<file path="src/rtl/gmux_sel_ctrl.sv">
// Round-robin sequencer for the GMUX IS0 select: gates the muxed clock, drains, switches, settles, acks.
// Optional LOCK input (stalls new grants) is compiled in with `define GMUX_SEL_CTRL_LOCK_EN.
module gmux_sel_ctrl #(
   parameter int unsigned DRAIN_CYCLES  = 4,
   parameter int unsigned SETTLE_CYCLES = 8,
   parameter logic        RESET_SEL     = 1'b0
) (
   input  logic clk,
   input  logic rstn,
`ifdef GMUX_SEL_CTRL_LOCK_EN
   input  logic lock,
`endif
   input  logic req0_vld,
   input  logic req0_sel,
   output logic req0_ack,
   input  logic req1_vld,
   input  logic req1_sel,
   output logic req1_ack,
   output logic is0,
   output logic gate_en,
   output logic busy,
   output logic last_gnt
);

   typedef enum logic [1:0] {IDLE, DRAIN, SETTLE, ACK} state_t;

   localparam logic [7:0] DRAIN_LOAD  = 8'(DRAIN_CYCLES - 1);
   localparam logic [7:0] SETTLE_LOAD = 8'(SETTLE_CYCLES - 1);

   state_t     state, next_state;
   logic [7:0] cnt, next_cnt;
   logic       tgt, next_tgt;
   logic       next_is0, next_gate_en, next_busy, next_last_gnt;
   logic       next_req0_ack, next_req1_ack;
   logic       lock_i;
   logic       winner, win_sel;

`ifdef GMUX_SEL_CTRL_LOCK_EN
   assign lock_i = lock;
`else
   assign lock_i = 1'b0;
`endif

   // On a tie the requester that did not win last time is served.
   assign winner  = (req0_vld && req1_vld) ? ~last_gnt : req1_vld;
   assign win_sel = winner ? req1_sel : req0_sel;

   always_comb begin
      next_state    = state;
      next_cnt      = cnt;
      next_tgt      = tgt;
      next_is0      = is0;
      next_gate_en  = gate_en;
      next_last_gnt = last_gnt;
      next_req0_ack = 1'b0;
      next_req1_ack = 1'b0;
      case (state)
         IDLE: begin
            if ((req0_vld || req1_vld) && !lock_i) begin
               next_last_gnt = winner;
               next_tgt      = win_sel;
               if (win_sel == is0) begin
                  next_state    = ACK;
                  next_req0_ack = ~winner;
                  next_req1_ack = winner;
               end else begin
                  next_gate_en = 1'b0;
                  next_cnt     = DRAIN_LOAD;
                  next_state   = DRAIN;
               end
            end
         end
         DRAIN: begin
            if (cnt == 8'd0) begin
               next_is0   = tgt;
               next_cnt   = SETTLE_LOAD;
               next_state = SETTLE;
            end else begin
               next_cnt = cnt - 8'd1;
            end
         end
         SETTLE: begin
            if (cnt == 8'd0) begin
               next_gate_en  = 1'b1;
               next_state    = ACK;
               next_req0_ack = ~last_gnt;
               next_req1_ack = last_gnt;
            end else begin
               next_cnt = cnt - 8'd1;
            end
         end
         ACK: begin
            next_state = IDLE;
         end
         default: begin
            next_state = IDLE;
         end
      endcase
      next_busy = (next_state != IDLE);
   end

   // Every output is registered from its next-value so nothing downstream sees comb glitches.
   always_ff @(posedge clk or negedge rstn) begin
      if (!rstn) begin
         state    <= IDLE;
         cnt      <= 8'd0;
         tgt      <= RESET_SEL;
         is0      <= RESET_SEL;
         gate_en  <= 1'b1;
         busy     <= 1'b0;
         last_gnt <= 1'b1;
         req0_ack <= 1'b0;
         req1_ack <= 1'b0;
      end else begin
         state    <= next_state;
         cnt      <= next_cnt;
         tgt      <= next_tgt;
         is0      <= next_is0;
         gate_en  <= next_gate_en;
         busy     <= next_busy;
         last_gnt <= next_last_gnt;
         req0_ack <= next_req0_ack;
         req1_ack <= next_req1_ack;
      end
   end

endmodule

</file>
<file path="config.mk">
export PLATFORM = sky130hd
export DESIGN_NAME = gmux_sel_ctrl
export DESIGN_NICKNAME = d
export VERILOG_FILES = /design/src/rtl/gmux_sel_ctrl.sv
export SDC_FILE = /design/constraint.sdc
export NUM_CORES = 1
export LEC_CHECK = 0
export ABC_CLOCK_PERIOD_IN_PS = 3800
export CELL_PAD_IN_SITES_DETAIL_PLACEMENT = 1
export CELL_PAD_IN_SITES_GLOBAL_PLACEMENT = 1
export CORE_UTILIZATION = 46
export DETAILED_ROUTE_END_ITERATION = 6
export PLACE_DENSITY_LB_ADDON = 0.08
export SETUP_SLACK_MARGIN = 0.15
export SLEW_MARGIN = 20
export SYNTH_ARGS = -nofsm -noshare
export SYNTH_HDL_FRONTEND = slang
export SYNTH_SLANG_ARGS = --single-unit
export TNS_END_PERCENT = 30
</file>
<file path="constraint.sdc">
create_clock -name clk -period 3.8 [get_ports clk]
set_input_delay 0.76 -clock clk [delete_from_list [all_inputs] [get_ports clk]]
set_output_delay 0.76 -clock clk [all_outputs]
set_load 0.005 [all_outputs]
</file>
# After elaboration in Yosys (flattened, before gate mapping)
# Cells that the tools add are included.
[word_totals] reg_bits=17 in_bits=6 output_inout_bits=6 elab_cells=55
[op_classes] addsub=1 n_eq_ne=8 mux=24 bitwise=2 reduce_logical=11
[op_table] operator="two-way mux 8 bit" n=4
[op_table] operator="one-hot mux 8 bit (3 select lines)" n=1
[op_table] operator="two-way mux 1 bit" n=11
[op_table] operator="logical NOT 8 bit" n=1
[op_table] operator="two-way mux 2 bit" n=4
[op_table] operator="!= test 2 bit (second input constant)" n=4
[op_table] operator="one-hot mux 2 bit (4 select lines)" n=1
[op_table] operator="AND reduction 4 bit" n=2
[op_table] operator="subtractor 8 x 1 -> 8 bit (second input constant)" n=1
[op_table] operator="one-hot mux 1 bit (2 select lines)" n=3
[op_table] operator="equality test 2 bit (second input constant)" n=2
[op_table] operator="AND reduction 2 bit" n=2
[op_table] operator="nonzero test 2 bit" n=2
[op_table] operator="nonzero test 3 bit" n=1
[op_table] operator="equality test 2 x 1 -> 1 bit (second input constant)" n=1
[op_table] operator="logical NOT 2 bit" n=1
[op_table] operator="NOT 1 bit" n=2
[op_table] operator="equality test 1 bit" n=1
[op_table] operator="logical AND 1 bit" n=1
[op_table] operator="logical OR 1 bit" n=1

# Logic depth before layout (Yosys ltp)
[depth] depth_word=8 mapped_depth=8 depth_no_buf=7

# Least setup slack after synthesis
# OpenSTA, ideal clock, no wires.
[synth_timing] kind="input to register" start="input port req0_sel" end="register cnt[0]" setup_time_ns=0.126 arrival_ns=1.844 required_time_ns=3.674 path_slack_ns=1.830 cell_stages=5 path_buffers=1 cell_sequence="xor2_1 -> a32oi_2 -> a221oi_4 -> buf_6 -> a311o_1"
[synth_between] elab_chain_len=4
[synth_lines] item="from (decl)" line_no="14" text="input logic req0_sel,"
[synth_lines] item="two-way mux 1 bit" line_no="46" text="assign win_sel = winner ? req1_sel : req0_sel;"
[synth_lines] item="equality test 1 bit" line_no="62" text="if (win_sel == is0) begin"
[synth_lines] item="!= test 2 bit (no line)"
[synth_lines] item="AND reduction 4 bit (no line)"
[synth_lines] item="to (signal assigned)" line_no="116" text="cnt <= next_cnt;"
[synth_lines] item="to (decl)" line_no="31" text="logic [7:0] cnt, next_cnt;"
# No other way between the ends.
# A chain may end at the register's enable or synchronous reset.

# Final worst setup path
[layout_timing] start="input port req1_vld" end="register cnt[0]"
[layout_between] elab_chain_len=6 word_cells_on_any_way=8 classes_between="3 x eq/ne; 2 x mux; 3 x reduce/logical"
[layout_lines] item="from (decl)" line_no="16" text="input logic req1_vld,"
[layout_lines] item="logical AND 1 bit" line_no="45" text="assign winner = (req0_vld && req1_vld) ? ~last_gnt : req1_vld;"
[layout_lines] item="two-way mux 1 bit" line_no="45"
[layout_lines] item="two-way mux 1 bit" line_no="46"
[layout_lines] item="equality test 1 bit" line_no="62"
[layout_lines] item="!= test 2 bit (no line)"
[layout_lines] item="AND reduction 4 bit (no line) (*)"
# Mark *: on every way between the ends. The rest lies on a longest branch, timed or not.

==> results.yml <==
setup_path:
  crit_slowest_cell: "clkdlybuf4s50_1"
  path_max_fanout: 12
  crit_chain: "clkdlybuf4s50_1, a21boi_2, a32oi_2, a221oi_4, mux2i_1, a311o_1"
  path_delay_family: "compound AO/OA/AOI/OAI gates"
  critPathMaxStageDelay_ns: 0.54
  cp.required_ns: 3.98
  crit_arrival_ns: 2.70
  critPathLaunchType: "input pin"
  critPathKind: "in2reg"
  crit_buf_inv: 1
  cp-end-kind: "flip-flop"
detailed_routing:
  routedWlPerCell_um: 15.53
  viasPerCell: 5.689
  drtIter0Drc: 3
  vias: 842
  antenna_left: 0
  remaining_drc_errors: 0
  drt-pass1-iter-count: 4
  finalWirelength_um: 2299
synth:
  synth.distinct_cells: 41
  async_flop_share_pct: 100.0
  synth_warnings: 0
  synth_top_area_share_pct: 34.72
  avgSynthCellArea_um2: 10.01
  syn-cell-area_um2: 1081
  yosysSeqAreaShare_pct: 39.58
  synthFlopType: "dfrtp_1"
  synth_fp_nets: 120
  synth_seq_cells: 17
  synth_most_common_cell: "dfrtp_1"
  synth_area_leaders: "dfrtp_1 (35%), ha_1 (6.9%), dfstp_2 (4.9%)"
  synth_edf_count: 0
  syn_inst: 108
  synth_common_cells: "dfrtp_1 (15), nor2_1 (9), nand2_1 (8)"
  yosysTopAreaCell: "dfrtp_1"
global_routing:
  grt_antenna_before_repair: 0
  grt_pass1_vias: 896
  grt_pass1_wl_um: 3967
  grt_max_degree: 18
  grt.total_usage_pct: 20.93
  overflow: 0
final_layout:
  area_growth_pct: 14.35
  final_area_um2: 1236
  nets: 133
  drive_above_1_share_pct: 11.67
  utilization_pct: 55.88
  stdcell_count: 148
  num_antenna_cells: 0
  nFillCells: 265
timing:
  whs_ns: 0.4968
  fmax_ghz: 0.3960
  rsz0062_at_grt: "no"
  setup_viol: 0
  tightest_slew_ns: 0.7678
  fin_crit_sh_pct: 66.45
  min_period_ns: 2.525
  hold_violations: 0
  slew_violations: 0
  setup_tns_ns: 0
  slew_headroom_pct: 48.65
  fin_skew_ns: 0.005291
clocking:
  cts.path.max_buffers: 2
  htreeDepth: 1
  cts_root_buffer: "clkbuf_4"
  hold_buffers: 0
  clock-sinks: 17
  cts_tree: "yes"
  path_clk_slew_ns: 0.10
  cts_made_buffers: 3
  cts_setup_buffers: 0
  cts_resized: 0
  clock_latency_ns: 0.28
die:
  die_area_um2: 2548
  start_util_pct: 48.87
  rows: 17
  die_w_um: 50.48
  core_area_um2: 2212
  boundaryPins: 12
  fp.dieH_um: 50.48
placement:
  place_inst: 144
  gp_congestion: 0.7896
  placed_area_um2: 1210
  dp_hpwl_um: 1745
  io_buffers: 11
flow_run:
  max-cap-violations: 0
power:
  ir_drop_mv: 0.4951
  p_leak_nw: 0.5462
  pwr_density_cell_nw_per_um2: 889.7
run_status:
  status: "completed"
hold_path:
  min_path_type: "reg2reg"
## power by group
group,switching [mW],internal (mW),total [mW]
combinational,0.361,0.302,0.662
clock,0.0540,0.0407,0.0947
sequential,0.0783,0.265,0.343
## layout by cell type (no fill, tap or decap), types with 3 or more instances in the layout
cell type,n
clkbuf_4,3
nor2_1,9
dfrtp_1,15
o21ai_0,6
nand2_1,8
xor2_1,3
a22o_1,5
inv_1,6
ha_1,6
clkdlybuf4s50_1,11
nor3_1,5
o21ai_1,6
## worst register-to-register path, stage by stage (launching register included)
cell,delay [ns]
dfrtp_1,0.40
inv_1,0.11
ha_1,0.22
nor3b_1,0.15
and2_2,0.27
a221oi_4,0.55
mux2i_1,0.15
a311o_1,0.28
## stage by stage
step,setup slack [ns],power (mW)
6_report,1.275,1.100
5_1_grt,1.188,1.203
4_1_cts,1.285,1.110
3_5_place_dp,0.9870,1.011
3_3_place_gp,1.024,0.9835
2_1_floorplan,1.830,0.8346
## flip-flops by register name, summed over array words and instances (netlist names)
name / flops
tgt: 1
req1_ack: 1
last_gnt: 1
is0: 1
busy: 1
cnt: 8
gate_en: 1
req0_ack: 1
state: 2
## layer usage
metal	vias to the layer above	part of all wire [%]	GRT usage [%]
li1	420	-	-
met2	9	47	34.67
met3	2	2.3	3.636
met1	411	50	28.05
met4	0	0.43	5.556
met5	-	0	0
## path summary, 6_finish.rpt
path / from / end / slack [ns] / cells after the start
setup / recovery: req1_vld / cnt[0] / 1.27 / 6
hold / removal: gate_en / gate_en / 0.50 / 2
setup reg to reg: cnt[0] / cnt[0] / 1.58 / 7
hold reg to reg: gate_en / gate_en / 0.50 / 2
max in group asynchronous: rstn / is0 / 2.40 / 1
min in group asynchronous: rstn / cnt[7] / 0.92 / 1
## layout make-up
class | instances | area (µm²) | share of cell area (%)
inverter | 6 | 22.52 | 1.822
timing repair buffer | 12 | 117.6 | 9.514
clock buffer | 4 | 26.28 | 2.125
multi-input combinational | 81 | 606.8 | 49.09
sequential | 17 | 427.9 | 34.62
tap | 28 | 35.03 | 2.834
## cell families after synthesis
family / count (synthesis) / share of synthesized area (%)
buffers and inverters: 10 / 4.281
and+or+nand+nor: 34 / 15.97
adders and majority gates: 6 / 6.944
AOI/OAI and AO/OA: 35 / 27.90
muxes: 3 / 2.894
xor gates and xnor gates: 3 / 2.431
DFF: 17 / 39.58
Power figures use the tool's default switching activity.
